==> src/rtl/gcd_arbiter.sv <==
// rtl/gcd_arbiter.sv - round-robin arbiter sharing one GCD engine among NREQ requesters
module gcd_arbiter #(
    parameter int NBITS   = 32,
    parameter int NREQ    = 4,
    parameter int TIMEOUT = 256
) (
    input  logic                  clk,
    input  logic                  reset,
    input  logic [NREQ-1:0]       req_valid,
    input  logic [NREQ*NBITS-1:0] req_a,
    input  logic [NREQ*NBITS-1:0] req_b,
    output logic [NREQ-1:0]       req_ready,
    output logic [NREQ-1:0]       rsp_valid,
    output logic [NBITS-1:0]      rsp_result,
    output logic                  rsp_err,
    input  logic [NREQ-1:0]       rsp_ready,
    output logic [NBITS-1:0]      eng_a,
    output logic [NBITS-1:0]      eng_b,
    output logic                  eng_start,
    input  logic                  eng_done,
    input  logic [NBITS-1:0]      eng_result,
    output logic [15:0]           job_count
);

    localparam int GW = $clog2(NREQ);
    localparam int TW = (TIMEOUT > 2) ? $clog2(TIMEOUT) : 1;

    typedef enum logic [1:0] {
        S_IDLE    = 2'd0,
        S_ISSUE   = 2'd1,
        S_WAIT    = 2'd2,
        S_RESPOND = 2'd3
    } state_t;

    state_t            state_q, state_d;
    logic [GW-1:0]     grant_q, grant_d;
    logic [GW-1:0]     last_grant_q, last_grant_d;
    logic [TW-1:0]     timer_q, timer_d;
    logic [NBITS-1:0]  a_q, a_d;
    logic [NBITS-1:0]  b_q, b_d;
    logic [NBITS-1:0]  result_q, result_d;
    logic              err_q, err_d;
    logic [15:0]       job_count_q, job_count_d;

    logic              grant_found;
    logic [GW-1:0]     grant_idx;
    int                rr_idx;

    // Round-robin search starting just after the last served requester;
    // scanning from the far end lets the nearest candidate overwrite the rest.
    always_comb begin
        grant_found = 1'b0;
        grant_idx   = '0;
        rr_idx      = 0;
        for (int k = NREQ; k >= 1; k--) begin
            rr_idx = (int'(last_grant_q) + k) % NREQ;
            if (req_valid[GW'(rr_idx)]) begin
                grant_found = 1'b1;
                grant_idx   = GW'(rr_idx);
            end
        end
    end

    // Next-state and datapath for the single job in flight.
    always_comb begin
        state_d      = state_q;
        grant_d      = grant_q;
        last_grant_d = last_grant_q;
        timer_d      = timer_q;
        a_d          = a_q;
        b_d          = b_q;
        result_d     = result_q;
        err_d        = err_q;
        job_count_d  = job_count_q;
        case (state_q)
            S_IDLE: begin
                if (grant_found) begin
                    grant_d = grant_idx;
                    a_d     = req_a[int'(grant_idx)*NBITS +: NBITS];
                    b_d     = req_b[int'(grant_idx)*NBITS +: NBITS];
                    state_d = S_ISSUE;
                end
            end
            S_ISSUE: begin
                timer_d = '0;
                state_d = S_WAIT;
            end
            S_WAIT: begin
                // Completion takes priority over a timeout in the same cycle.
                if (eng_done) begin
                    result_d = eng_result;
                    err_d    = 1'b0;
                    state_d  = S_RESPOND;
                end else if (timer_q == TW'(TIMEOUT - 1)) begin
                    result_d = '0;
                    err_d    = 1'b1;
                    state_d  = S_RESPOND;
                end else begin
                    timer_d = timer_q + TW'(1);
                end
            end
            S_RESPOND: begin
                if (rsp_ready[grant_q]) begin
                    last_grant_d = grant_q;
                    job_count_d  = job_count_q + 16'd1;
                    state_d      = S_IDLE;
                end
            end
            default: state_d = S_IDLE;
        endcase
    end

    // State register; reset abandons any job without a response.
    always_ff @(posedge clk) begin
        if (reset) begin
            state_q      <= S_IDLE;
            grant_q      <= '0;
            last_grant_q <= GW'(NREQ - 1);
            timer_q      <= '0;
            a_q          <= '0;
            b_q          <= '0;
            result_q     <= '0;
            err_q        <= 1'b0;
            job_count_q  <= '0;
        end else begin
            state_q      <= state_d;
            grant_q      <= grant_d;
            last_grant_q <= last_grant_d;
            timer_q      <= timer_d;
            a_q          <= a_d;
            b_q          <= b_d;
            result_q     <= result_d;
            err_q        <= err_d;
            job_count_q  <= job_count_d;
        end
    end

    // Outputs are state decodes; reset forces the handshake outputs low at once.
    always_comb begin
        req_ready  = (!reset && state_q == S_IDLE && grant_found) ? (NREQ'(1) << grant_idx) : '0;
        rsp_valid  = (!reset && state_q == S_RESPOND) ? (NREQ'(1) << grant_q) : '0;
        rsp_result = reset ? '0 : result_q;
        rsp_err    = !reset && err_q;
        eng_start  = !reset && (state_q == S_ISSUE);
        eng_a      = a_q;
        eng_b      = b_q;
        job_count  = job_count_q;
    end

endmodule

==> config.mk <==
export PLATFORM = sky130hd
export DESIGN_NAME = gcd_arbiter
export DESIGN_NICKNAME = d
export VERILOG_FILES = /design/src/rtl/gcd_arbiter.sv
export SDC_FILE = /design/constraint.sdc
export NUM_CORES = 1
export LEC_CHECK = 0
export CORE_AREA = 2 2 164 166
export CTS_CLUSTER_SIZE = 12
export DETAILED_ROUTE_END_ITERATION = 7
export DIE_AREA = 0 0 166 168
export SKIP_LAST_GASP = 1
export SLEW_MARGIN = 0
export SYNTH_ARGS = -nofsm -noshare
export SYNTH_HDL_FRONTEND = slang
export SYNTH_SLANG_ARGS = --single-unit
==> constraint.sdc <==
create_clock -name clk -period 4.3 [get_ports clk]
set_input_delay 0.86 -clock clk [delete_from_list [all_inputs] [get_ports clk]]
set_output_delay 0.86 -clock clk [all_outputs]
set_load 0.02 [all_outputs]
# Word level (Yosys, flattened, before mapping)
# Index checks and enable logic that the tools add are counted.
word_totals:
  out_inout_bits: 122
  reg_bits: 127
  inputBits: 299
  word_cells: 84
classes:
  muxes: 37
  shift: 4
  eq_ne: 9
  n_addsub: 6
  reduce_logical: 14
  n_lt_le_gt_ge: 5
ops:
  columns: ["cell", "n"]
  rows:
  - ["indexed part select 128 x 8 -> 32 bit", 2]
  - ["two-way mux 32 bit", 3]
  - ["adder 16 x 1 -> 16 bit (second input constant)", 1]
  - ["< comparator 2 x 4 -> 1 bit (second input constant)", 4]
  - ["two-way mux 2 bit", 8]
  - ["two-way mux 8 bit", 2]
  - ["one-hot mux 8 bit (2 select lines)", 1]
  - ["two-way mux 1 bit", 15]
  - ["binary-select mux 1 bit (select 2 bit)", 5]
  - ["adder 8 x 1 -> 8 bit (second input constant)", 1]
  - ["== test 8 bit (second input constant)", 1]
  - ["two-way mux 4 bit", 2]
  - ["!= test 2 bit (second input constant)", 4]
  - ["one-hot mux 2 bit (4 select lines)", 1]
  - ["left shift 1 x 2 -> 4 bit (first input constant)", 2]
  - ["AND reduction 2 bit", 3]
  - ["AND reduction 3 bit", 2]
  - ["logical AND 1 bit", 5]
  - ["adder 2 x 1 -> 2 bit (second input constant)", 2]
  - ["adder 2 bit (second input constant)", 2]
  - ["== test 2 bit (second input constant)", 2]
  - ["nonzero test 2 bit", 2]
  - ["< comparator 2 x 3 -> 1 bit (second input constant)", 1]
  - ["!= test 3 bit (second input constant)", 1]
  - ["other kinds (3)", 3]

# Depth between registers and ports, before layout
logic_depth:
  word_depth: 10
  ltp_mapped: 9
  mapped_depth_nobuf: 7

# Worst setup path before layout
# OpenSTA, ideal clock, no wires.
synth_path:
  path_type: "input to output"
  from: "input port req_valid[2]"
  to: "output port req_ready[3]"
  n_path_buf: 2
  t_arrival_ns: 2.177
  stages: 6
  required_ns: 3.440
  slack_ns: 1.263
  cell_sequence: "nand2b_1 > a21o_1 > and3_1 > buf_4 > buf_4 > nor3b_1"
synth_between:
  elab_chain_len: 9
  word_cells_on_any_way: 23
  classes_between: "shift: 1; mux: 21; reduce/logical: 1"
synth_rtl:
  columns: ["element", "line", "source"]
  rows:
  - ["from (decl)", "9", "input logic [NREQ-1:0] req_valid,"]
  - ["binary-select mux 1 bit (select 2 bit)", "57", "if (req_valid[GW'(rr_idx)]) begin"]
  - ["two-way mux 1 bit (implied by the code) (2 in a row)", "57", null]
  - ["two-way mux 2 bit or two-way mux 1 bit (tied branches) (4 in a row)", "57", null]
  - ["left shift 1 x 2 -> 4 bit or logical AND 1 bit (tied branches)", "140", "req_ready = (!reset && state_q == S_IDLE && grant_found) ? (NREQ'(1) << grant_idx) : '0;"]
  - ["two-way mux 4 bit *", "140", null]
  - ["to (decl)", "12", "output logic [NREQ-1:0] req_ready,"]
# Every way passes the cells marked *; elsewhere a longest branch is shown, timed or not. The select of a mux whose other input is x is not followed.

# Worst setup path in the final report
layout_path:
  from: "input port req_valid[3]"
  to: "output port req_ready[2]"
# The elaborated chain is that of the path after synthesis.

==> flow_metrics.tcl <==
set metrics [dict create \
    run_status "finished, final reports clean" \
    crit_top_cell "clkdlybuf4s50_1" \
    slew_headroom 0.412 \
    vias_per_cell 5.02 \
    antenna_found_initial 1 \
    synthFlopType "dfxtp_1" \
    vdd.ir_drop.worst_v 0.000622 \
    crit_slowest_cell "clkdlybuf4s50_1" \
    hpwlAfterDp_um 20200 \
    die_h_um 168 \
    setup_viol 0 \
    critPathKind "in2out" \
    layout_min_cycle_time_ps 3820 \
    die-area_mm2 0.0279 \
    drt-total-wl_um 29000 \
    finalSetupTns_ps 0 \
    power_density_mw_per_mm2 485 \
    yosysWarnings 0 \
    fp.coreArea_mm2 0.0264 \
    yosys-top-cells-area "dfxtp_1 (37%), mux2i_1 (9.3%), a221oi_1 (8.1%), a211oi_1 (7.4%), o21bai_1 (7.0%)" \
    initialDrtViolationCount 336 \
    worst_slew_pin_slew_ps 881 \
    grt_pass1_vias 7351 \
    rsz0062_at_grt "false" \
    vias 7411 \
    port_buffers 420 \
    r2r-start "last_grant_q[0]" \
    detail-route-antenna-nets 0 \
    wire_per_inst_um 19.7 \
    synth_mux_area_frac 0.0967 \
    yosysSeqAreaShare 0.365 \
    holdCritPathClass "reg2reg" \
    grt_pass1_wl_um 43700 \
    avgSynthCellArea_um2 9.35 \
    whs_path_depth 2 \
    grt_usage 0.199 \
    die_x_um 166 \
    slowest_delay_ps 640 \
    p_leak_nw 4.53 \
    design_area_mm2 0.0120 \
    hold_buffers 0 \
    syn-num-nets 1050 \
    clock_latency_ps 410 \
    grt-ovfl-total 0 \
    path_clk_slew_ps 50 \
    post-cts-setup-buffers 0 \
    synth.distinct_cells 43 \
    start_util 0.264 \
    place.gp.congestion 0.841 \
    ys_async_sr_fraction 0 \
    synthSimpleGateAreaFrac 0.163 \
    cts_made_buffers 17 \
    synth-edff-count 0 \
    cts_resized 0 \
    synth_xor_area_frac 0.0239 \
    cts_tree "built" \
    synth-adder-area-share 0.0126 \
    cp_max_fo 15 \
    drv_cap 0 \
    ioPinCount 421 \
    fin_nets 1427 \
    worstHoldStart "timer_q[1]" \
    netlist_instances 744 \
    synth.top_cell.area_share 0.365 \
    dpl_worst_slack_ps 463 \
    end_kind "output pin" \
    final-seq-area_mm2 0.00254 \
    dp.cells 1443 \
    area_growth_pct 72.0 \
    timing.rr.end "eng_b[20]" \
    maxSlewViolCount 0 \
    synth.largest_area_cell "dfxtp_1" \
    cp.required_ps 3440 \
    worstPathCellList "clkdlybuf4s50_1, nor2b_1, o21ai_4, nand3_2, nor3b_1, clkdlybuf4s50_1" \
    rrSetupSlack_ps 1950 \
    multi_input_area_mm2 0.00407 \
    layout-drive-gt1-share 0.0485 \
    cts_root_buf "clkbuf_16" \
    fillers 2623 \
    synth_top_family_by_area "compound AO/OA/AOI/OAI gates" \
    ys_seq_elements 127 \
    syn-cell-area_mm2 0.00696 \
    period_share 0.888 \
    synth_compound_area_frac 0.283 \
    place_area_mm2 0.0114 \
    fin_ws_ps 480 \
    crit_path_start_kind "input pin" \
    skew_ps 14.3 \
    ctsLongestPathBuffers 2 \
    fp-row-count 60 \
    fmax_mhz 262 \
    drcViolationCount 0 \
    cts-htree-levels 4 \
    grt_max_degree 69 \
    startpoint "req_valid[3]" \
    min_to "timer_q[1]" \
    finalHoldViolations 0 \
    r2r_cells 6 \
    fin_util 0.454 \
    dr.pass1.iters 5 \
    crit_arrival_ps 2960 \
    cts.sinks 127 \
    fin_cells 1475 \
]
[power by group]
group	total (W)	internal, W	switching [W]
clock network	0.00153	0.000923	0.000603
logic	0.00258	0.00120	0.00138
registers	0.00170	0.00152	0.000188
total	0.00581	0.00364	0.00217
[per-layer routing]
| metal | vias up | global-route usage | share of wire |
|---|---|---|---|
| met3 | 42 | 0.0559 | 0.070 |
| met1 | 3518 | 0.241 | 0.42 |
| met2 | 289 | 0.341 | 0.48 |
| met4 | 0 | 0.0692 | 0.026 |
| li1 | 3562 | - | - |
| met5 | - | 0 | 0 |
[cell type report]
cell class,instances,share of cell area
diodes,1,0.000209
clock buffers,17,0.0355
clock inverters,14,0.0151
inverters,3,0.000941
multi-input cells,541,0.340
flip-flops and latches,127,0.212
well taps,341,0.0356
repair buffers,431,0.360
[registers in the layout, indices dropped and copies added, names as in the netlist]
register and cells:
job_count 16, eng_b 32, err_q 1, result_q 32, eng_a 32, last_grant_q 2, state_q 2, timer_q 8
grant_q 2
[cells in the mapped netlist (all sizes together) (2+ instances only)]
cell type  instances
nor2b             39
nand2             17
or3                2
o21bai            65
xor2              10
and4               4
nor3               5
nand2b             6
a211oi            69
buf               25
clkbuf            48
a221oi            64
a22o              32
inv                3
and3               2
o21ai              8
mux2i             65
nand3              9
nor2              28
dfxtp            127
nor3b              2
nor4bb             2
nand3b             2
xnor2              9
a21oi              9
ha                 7
nand4              9
and2              67
[cell usage in the layout (no fill, tap or decap), types with 8 or more instances in the layout]
cell type,instances
dfxtp_1,127
nand4_1,9
a211oi_1,69
xnor2_1,9
nor2b_1,38
a221oi_1,64
buf_4,10
a22o_1,32
nand3_1,8
a21oi_1,9
and2_1,65
clkdlybuf4s50_1,419
o21bai_1,65
xor2_1,10
mux2i_1,65
clkbuf_16,17
nor2_1,27
nand2_1,17
[critical path, delay by kind of cell]
family,cells,cell delay [ps]
buffers and inverters,2,1100
AND/OR/NAND/NOR,3,560
AO/OA/AOI/OAI,1,440
[cells by family after synthesis]
logic type	after synthesis
xor+xnor	19
simple gates	198
buf+inv	76
compound gates	251
fa+ha+maj	7
mux	66
flops	127
[how the worst max path moves through the flow]
stage	to	slack, ps	depth (start not counted)
after floorplan	req_ready[3]	1260	6
after global placement	req_ready[0]	510	6
after detailed placement	req_ready[2]	460	6
after CTS	req_ready[2]	440	6
after global routing	req_ready[2]	370	6
final	req_ready[2]	480	6
[through the flow]
step	hold WS, ps	total power, W
after CTS	485	0.00589
after floorplan	452	0.00310
after global placement	462	0.00432
after detailed placement	477	0.00433
after global routing	511	0.00612
final	483	0.00581
(Power assumes the default switching activity.)
